### src/rtl/intra_buf_arb_if.sv
// intra_buf_arb_if: bundles the write-back stream, the reference-read stream and the
// single-port buffer connection of one intra_buf_arb instance.
//   write stream : wr_req_i, wr_sel_i, wr_adr_i, wr_dat_i -> wr_rdy_o
//   read stream  : rd_req_i, rd_sel_i, rd_adr_i -> rd_gnt_o, rd_val_o, rd_dat_o
//   status       : busy_o (write FIFO non-empty)
//   buffer port  : mem_sel_o, mem_wr_ena_o, mem_wr_adr_o, mem_wr_dat_o,
//                  mem_rd_ena_o, mem_rd_adr_o <- mem_rd_dat_i
// slave is the arbiter side, master is the requester/buffer environment side.
interface intra_buf_arb_if #(
  parameter int unsigned ADR_W = 8,
  parameter int unsigned DAT_W = 32
) ();
  logic             wr_req_i;
  logic [1:0]       wr_sel_i;
  logic [ADR_W-1:0] wr_adr_i;
  logic [DAT_W-1:0] wr_dat_i;
  logic             wr_rdy_o;
  logic             rd_req_i;
  logic [1:0]       rd_sel_i;
  logic [ADR_W-1:0] rd_adr_i;
  logic             rd_gnt_o;
  logic             rd_val_o;
  logic [DAT_W-1:0] rd_dat_o;
  logic             busy_o;
  logic [1:0]       mem_sel_o;
  logic             mem_wr_ena_o;
  logic [ADR_W-1:0] mem_wr_adr_o;
  logic [DAT_W-1:0] mem_wr_dat_o;
  logic             mem_rd_ena_o;
  logic [ADR_W-1:0] mem_rd_adr_o;
  logic [DAT_W-1:0] mem_rd_dat_i;

  modport slave (
    input  wr_req_i, wr_sel_i, wr_adr_i, wr_dat_i,
    input  rd_req_i, rd_sel_i, rd_adr_i,
    input  mem_rd_dat_i,
    output wr_rdy_o, rd_gnt_o, rd_val_o, rd_dat_o, busy_o,
    output mem_sel_o, mem_wr_ena_o, mem_wr_adr_o, mem_wr_dat_o, mem_rd_ena_o, mem_rd_adr_o
  );

  modport master (
    output wr_req_i, wr_sel_i, wr_adr_i, wr_dat_i,
    output rd_req_i, rd_sel_i, rd_adr_i,
    output mem_rd_dat_i,
    input  wr_rdy_o, rd_gnt_o, rd_val_o, rd_dat_o, busy_o,
    input  mem_sel_o, mem_wr_ena_o, mem_wr_adr_o, mem_wr_dat_o, mem_rd_ena_o, mem_rd_adr_o
  );
endinterface

### src/rtl/intra_buf_arb.sv
// intra_buf_arb: single-port access arbiter in front of one intra reference-pixel buffer.
// Write-backs are queued in a 2-entry FIFO and drained when the read stream leaves a gap,
// when a pending read hits a queued address (read-after-write), or when the queued write
// has lost STARVE_MAX consecutive grants to reads. Exactly one buffer access per cycle.
//   clk  : clock, rising edge
//   rst  : synchronous active-high reset
//   bus  : intra_buf_arb_if.slave (write stream, read stream, busy, buffer port)
module intra_buf_arb #(
  parameter int unsigned ADR_W      = 8,
  parameter int unsigned DAT_W      = 32,
  parameter int unsigned STARVE_MAX = 4
) (
  input logic            clk,
  input logic            rst,
  intra_buf_arb_if.slave bus
);

  typedef struct packed {
    logic [1:0]       sel;
    logic [ADR_W-1:0] adr;
    logic [DAT_W-1:0] dat;
  } entry_t;

  // Entry 0 is always the FIFO head; a pop shifts entry 1 down.
  entry_t     ent_q [2];
  entry_t     ent_d [2];
  logic [1:0] cnt_q, cnt_d;
  logic [3:0] starve_q, starve_d;
  logic       rd_val_q;

  logic wr_rdy, busy, push, pop, wr_slot;
  logic hit0, hit1, hazard, starved, issue_wr, issue_rd;

  assign wr_rdy = (cnt_q != 2'd2);
  assign busy   = (cnt_q != 2'd0);
  assign push   = bus.wr_req_i & wr_rdy;
  assign pop    = issue_wr;

  // Hazard compares only entries already queued; an entry pushed this cycle is not visible.
  always_comb begin
    hit0     = (cnt_q != 2'd0) && ({ent_q[0].sel, ent_q[0].adr} == {bus.rd_sel_i, bus.rd_adr_i});
    hit1     = (cnt_q == 2'd2) && ({ent_q[1].sel, ent_q[1].adr} == {bus.rd_sel_i, bus.rd_adr_i});
    hazard   = bus.rd_req_i & (hit0 | hit1);
    starved  = busy & (starve_q == 4'(STARVE_MAX));
    issue_wr = ~rst & (hazard | starved | (~bus.rd_req_i & busy));
    issue_rd = ~rst & bus.rd_req_i & ~(hazard | starved);
  end

  always_comb begin
    bus.mem_sel_o    = 2'd0;
    bus.mem_wr_ena_o = 1'b0;
    bus.mem_wr_adr_o = '0;
    bus.mem_wr_dat_o = '0;
    bus.mem_rd_ena_o = 1'b0;
    bus.mem_rd_adr_o = '0;
    if (issue_wr) begin
      bus.mem_sel_o    = ent_q[0].sel;
      bus.mem_wr_ena_o = 1'b1;
      bus.mem_wr_adr_o = ent_q[0].adr;
      bus.mem_wr_dat_o = ent_q[0].dat;
    end else if (issue_rd) begin
      bus.mem_sel_o    = bus.rd_sel_i;
      bus.mem_rd_ena_o = 1'b1;
      bus.mem_rd_adr_o = bus.rd_adr_i;
    end
  end

  assign bus.wr_rdy_o = wr_rdy;
  assign bus.busy_o   = busy;
  assign bus.rd_gnt_o = issue_rd;
  assign bus.rd_val_o = rd_val_q;
  assign bus.rd_dat_o = bus.mem_rd_dat_i;

  always_comb begin
    ent_d = ent_q;
    // Push lands after the surviving entries: slot 1 only when one entry stays queued.
    wr_slot = (cnt_q == 2'd1) && !pop;
    if (pop) begin
      ent_d[0] = ent_q[1];
    end
    if (push) begin
      ent_d[wr_slot] = {bus.wr_sel_i, bus.wr_adr_i, bus.wr_dat_i};
    end
    cnt_d = cnt_q + {1'b0, push} - {1'b0, pop};

    starve_d = starve_q;
    if (!busy || issue_wr) begin
      starve_d = 4'd0;
    end else if (issue_rd && (starve_q != 4'(STARVE_MAX))) begin
      starve_d = starve_q + 4'd1;
    end
  end

  always_ff @(posedge clk) begin
    if (rst) begin
      cnt_q    <= 2'd0;
      starve_q <= 4'd0;
      rd_val_q <= 1'b0;
    end else begin
      cnt_q    <= cnt_d;
      starve_q <= starve_d;
      rd_val_q <= issue_rd;
      ent_q    <= ent_d;
    end
  end

endmodule

### src/flat_wrapper.sv
// flat-port wrapper written by rule: the top's interface ports become plain ports
module intra_buf_arb_flat 
#(
  parameter int unsigned ADR_W      = 8,
  parameter int unsigned DAT_W      = 32,
  parameter int unsigned STARVE_MAX = 4
)
  (clk, rst, bus_wr_req_i, bus_wr_sel_i, bus_wr_adr_i, bus_wr_dat_i, bus_rd_req_i, bus_rd_sel_i, bus_rd_adr_i, bus_mem_rd_dat_i, bus_wr_rdy_o, bus_rd_gnt_o, bus_rd_val_o, bus_rd_dat_o, bus_busy_o, bus_mem_sel_o, bus_mem_wr_ena_o, bus_mem_wr_adr_o, bus_mem_wr_dat_o, bus_mem_rd_ena_o, bus_mem_rd_adr_o);
  intra_buf_arb_if #(.ADR_W(ADR_W), .DAT_W(DAT_W)) bus_i ();
  input logic clk;
  input logic rst;
  input wire logic [$bits(bus_i.wr_req_i)-1:0] bus_wr_req_i;
  input wire logic [$bits(bus_i.wr_sel_i)-1:0] bus_wr_sel_i;
  input wire logic [$bits(bus_i.wr_adr_i)-1:0] bus_wr_adr_i;
  input wire logic [$bits(bus_i.wr_dat_i)-1:0] bus_wr_dat_i;
  input wire logic [$bits(bus_i.rd_req_i)-1:0] bus_rd_req_i;
  input wire logic [$bits(bus_i.rd_sel_i)-1:0] bus_rd_sel_i;
  input wire logic [$bits(bus_i.rd_adr_i)-1:0] bus_rd_adr_i;
  input wire logic [$bits(bus_i.mem_rd_dat_i)-1:0] bus_mem_rd_dat_i;
  output wire logic [$bits(bus_i.wr_rdy_o)-1:0] bus_wr_rdy_o;
  output wire logic [$bits(bus_i.rd_gnt_o)-1:0] bus_rd_gnt_o;
  output wire logic [$bits(bus_i.rd_val_o)-1:0] bus_rd_val_o;
  output wire logic [$bits(bus_i.rd_dat_o)-1:0] bus_rd_dat_o;
  output wire logic [$bits(bus_i.busy_o)-1:0] bus_busy_o;
  output wire logic [$bits(bus_i.mem_sel_o)-1:0] bus_mem_sel_o;
  output wire logic [$bits(bus_i.mem_wr_ena_o)-1:0] bus_mem_wr_ena_o;
  output wire logic [$bits(bus_i.mem_wr_adr_o)-1:0] bus_mem_wr_adr_o;
  output wire logic [$bits(bus_i.mem_wr_dat_o)-1:0] bus_mem_wr_dat_o;
  output wire logic [$bits(bus_i.mem_rd_ena_o)-1:0] bus_mem_rd_ena_o;
  output wire logic [$bits(bus_i.mem_rd_adr_o)-1:0] bus_mem_rd_adr_o;
  assign bus_i.wr_req_i = bus_wr_req_i;
  assign bus_i.wr_sel_i = bus_wr_sel_i;
  assign bus_i.wr_adr_i = bus_wr_adr_i;
  assign bus_i.wr_dat_i = bus_wr_dat_i;
  assign bus_i.rd_req_i = bus_rd_req_i;
  assign bus_i.rd_sel_i = bus_rd_sel_i;
  assign bus_i.rd_adr_i = bus_rd_adr_i;
  assign bus_i.mem_rd_dat_i = bus_mem_rd_dat_i;
  assign bus_wr_rdy_o = bus_i.wr_rdy_o;
  assign bus_rd_gnt_o = bus_i.rd_gnt_o;
  assign bus_rd_val_o = bus_i.rd_val_o;
  assign bus_rd_dat_o = bus_i.rd_dat_o;
  assign bus_busy_o = bus_i.busy_o;
  assign bus_mem_sel_o = bus_i.mem_sel_o;
  assign bus_mem_wr_ena_o = bus_i.mem_wr_ena_o;
  assign bus_mem_wr_adr_o = bus_i.mem_wr_adr_o;
  assign bus_mem_wr_dat_o = bus_i.mem_wr_dat_o;
  assign bus_mem_rd_ena_o = bus_i.mem_rd_ena_o;
  assign bus_mem_rd_adr_o = bus_i.mem_rd_adr_o;
  intra_buf_arb #(.ADR_W(ADR_W), .DAT_W(DAT_W), .STARVE_MAX(STARVE_MAX)) u_core (.clk(clk), .rst(rst), .bus(bus_i));
endmodule
### config.mk
export PLATFORM = sky130hd
export DESIGN_NAME = intra_buf_arb_flat
export DESIGN_NICKNAME = d
export VERILOG_FILES = /design/src/rtl/intra_buf_arb_if.sv /design/src/rtl/intra_buf_arb.sv /design/src/flat_wrapper.sv
export SDC_FILE = /design/constraint.sdc
export NUM_CORES = 1
export LEC_CHECK = 0
export ABC_AREA = 0
export BUFFER_PORTS_ARGS = -buffer_cell sky130_fd_sc_hd__buf_2
export CORE_MARGIN = 1.5
export CORE_UTILIZATION = 25
export CTS_BUF_LIST = sky130_fd_sc_hd__clkbuf_2 sky130_fd_sc_hd__clkbuf_4 sky130_fd_sc_hd__clkbuf_8
export CTS_CLUSTER_DIAMETER = 50
export CTS_CLUSTER_SIZE = 8
export DETAILED_ROUTE_END_ITERATION = 6
export GPL_TIMING_DRIVEN = 0
export PLACE_DENSITY_LB_ADDON = 0.1
export SLEW_MARGIN = 40
export SYNTH_ARGS = -nofsm -noshare
export SYNTH_HDL_FRONTEND = slang
export SYNTH_SLANG_ARGS = --single-unit
### constraint.sdc
create_clock -name clk -period 8.1 [get_ports clk]
set_input_delay 1.215 -clock clk [delete_from_list [all_inputs] [get_ports clk]]
set_output_delay 1.215 -clock clk [all_outputs]
set_load 0.03 [all_outputs]
==> flow_summary.json <==
{
  "hold_violations": 0,
  "slew_violations": 0,
  "port_buffers": 143,
  "placed_cells": 824,
  "synth_area_mm2": 0.004702,
  "finalCritPeriodShare_pct": 53.38,
  "core_area_mm2": 0.01821,
  "floorplan.rows": 49,
  "max_clock_freq_ghz": 0.2313,
  "period_needed_ns": 4.324,
  "grt_pass1_vias": 3762,
  "die_height_um": 140.1,
  "first_pass_iters": 6,
  "yosysSeqAreaShare_pct": 56.63,
  "setup.worst_path.class": "input port to output port",
  "synthToLayoutAreaGrowth_pct": 26.90,
  "instances_no_fill": 843,
  "antenna_found_initial": 2,
  "drt-vias-per-instance": 4.382,
  "cts.sinks": 91,
  "setup_viol": 0,
  "power_density_mw_per_mm2": 242.9,
  "dp_hpwl_um": 9395,
  "insertion_delay_ns": 0.37,
  "rsz0062_at_grt": "false",
  "status": "finished clean",
  "ant_nets": 0,
  "syn_area_per_cell_um2": 10.66,
  "pin_count": 176,
  "synth_cells": 441,
  "place_area_mm2": 0.005786,
  "cts-root-buf": "clkbuf_8",
  "synth_area_leaders": "edfxtp_1, inv_1, a222oi_1",
  "drive_gt1_share_pct": 36.17,
  "fin_skew_ns": 0.007765,
  "end_kind": "output port",
  "die_area_mm2": 0.01964,
  "hold_depth": 2,
  "synth_nets": 532,
  "grt_max_degree": 29,
  "layout_common_cells": "buf_2, inv_1, edfxtp_1",
  "peakVddDrop_uv": 107.7,
  "min_path_type": "register to register",
  "post-route-util_pct": 32.77,
  "crit_required_ns": 6.88,
  "vias": 3694,
  "wl_per_cell_um": 14.88,
  "cts_resized": 0,
  "startpoint_type": "input port",
  "worst_pin_slew_ns": 0.6866,
  "final_common_cell": "buf_2",
  "grt.overflow.total": 0,
  "worstPathMaxFanout": 10,
  "synth.largest_area_cell": "edfxtp_1",
  "postCtsSetupBuffers": 0,
  "p_leak_nw": 2.941,
  "yosysUniqueCellTypes": 34,
  "cts_tree": "done",
  "cts_max_level": 3,
  "ys_warn_count": 0,
  "totalWireLength_um": 12550,
  "clk_path_buf_depth": 2,
  "start_util_pct": 25.82,
  "nNetsFinal": 697,
  "relSlewSlack_pct": 53.81,
  "synth_top_area_share_pct": 53.65,
  "post-route-cell-area_mm2": 0.005967,
  "drcViolationCount": 0,
  "cts_buffers": 9,
  "track_usage_pct": 12.85,
  "hold-worst-slack_ns": 0.5505,
  "clk_pin_slew_worst_paths_ns": 0.09,
  "reg2reg_depth": 12,
  "ctsHoldBuffers": 0,
  "worstPathArrival_ns": 3.11,
  "grt_pass1_wl_um": 19330,
  "max-cap-violations": 0,
  "ys_ff_latch": 91,
  "gp_congestion": 0.7621,
  "die_w_um": 140.1,
  "drt-initial-drc-count": 293
}
cells in the mapped netlist:
cell and instances:
buf_4 34, xnor2_1 12, a22o_1 2, nor2_4 1
a21oi_1 2, o21ai_1 1, dfxtp_1 7, a21boi_1 1
and4_1 1, nand3b_1 1, a222oi_1 42, nor3_1 4
nand4_1 5, ha_1 3, a2111oi_0 1, clkbuf_1 5
a211oi_1 1, nor3_2 1, nor4_1 9, o31ai_2 1
nor2b_1 2, inv_1 135, or3_1 1, edfxtp_1 84
buf_6 4, nor2_1 44, nand3_1 4, buf_2 8
a31oi_4 1, nand2_1 2, o21ai_0 2, and2b_1 1
and2_1 8, xor2_1 11
power by group:
group          switching [mW]  internal, mW
Sequential             0.0359         0.636
Clock                   0.171         0.114
Combinational           0.309         0.182
per-stage QoR:
step           setup TNS [ns]  setup slack (ns)  power (mW)
2_1_floorplan               0             1.628       1.026
3_3_place_gp           -63.00            -1.618       1.168
3_5_place_dp                0             3.729       1.181
4_1_cts                     0             3.726       1.474
5_1_grt                     0             3.621       1.543
6_report                    0             3.776       1.449
logic make-up (layout without fill, tap and decap cells):
kind of cell	after synthesis	in the layout	share of synthesized area, %
other	0	3	0
buffers and inverters	186	356	18.41
AOI/OAI and AO/OA	54	54	11.07
adders and majority gates	3	3	0.7984
xor gates and xnor gates	23	23	4.284
DFF	91	91	56.63
and+or+nand+nor	84	84	8.808
path summary, 6_finish.rpt:
kind	endpoint	start	slack, ns
max	bus_mem_sel_o[0]	bus_rd_adr_i[2]	3.78
min	u_core.starve_q[3]$_SDFFE_PP0P_	u_core.starve_q[3]$_SDFFE_PP0P_	0.55
max reg2reg	register	u_core.starve_q[0]$_SDFFE_PP0P_	5.07
min reg2reg	u_core.starve_q[3]$_SDFFE_PP0P_	u_core.starve_q[3]$_SDFFE_PP0P_	0.55
per-layer routing:
layer / up-vias / share of wire [%] / routed length [um] / global-route usage [%]
met5: - / 0 / 0 / 0
met4: 0 / 1.8 / 230 / 4.598
met3: 13 / 7.5 / 943 / 3.761
met2: 172 / 46 / 5794 / 21.63
met1: 1713 / 44 / 5579 / 15.65
li1: 1796 / - / - / -
worst max-delay path, stage by stage:
cell      delay (ns)
buf_2           0.13
xnor2_1         0.28
nand4_1         0.15
o31ai_2         0.56
nor2_1          0.13
clkbuf_1        0.23
a22o_1          0.24
buf_2           0.18
final cells by class:
type	instances	area, um2
Antenna cell	3	7.507
Inverter	135	509.2
Tap cell	229	286.5
Fill cell	1952	12240
Sequential cell	91	2663
Clock buffer	10	131.4
Timing Repair Buffer	154	788.3
Multi-Input combinational cell	164	1180
Clock inverter	6	42.54
Buffer	51	359.1
Power figures use the tool's default switching activity.
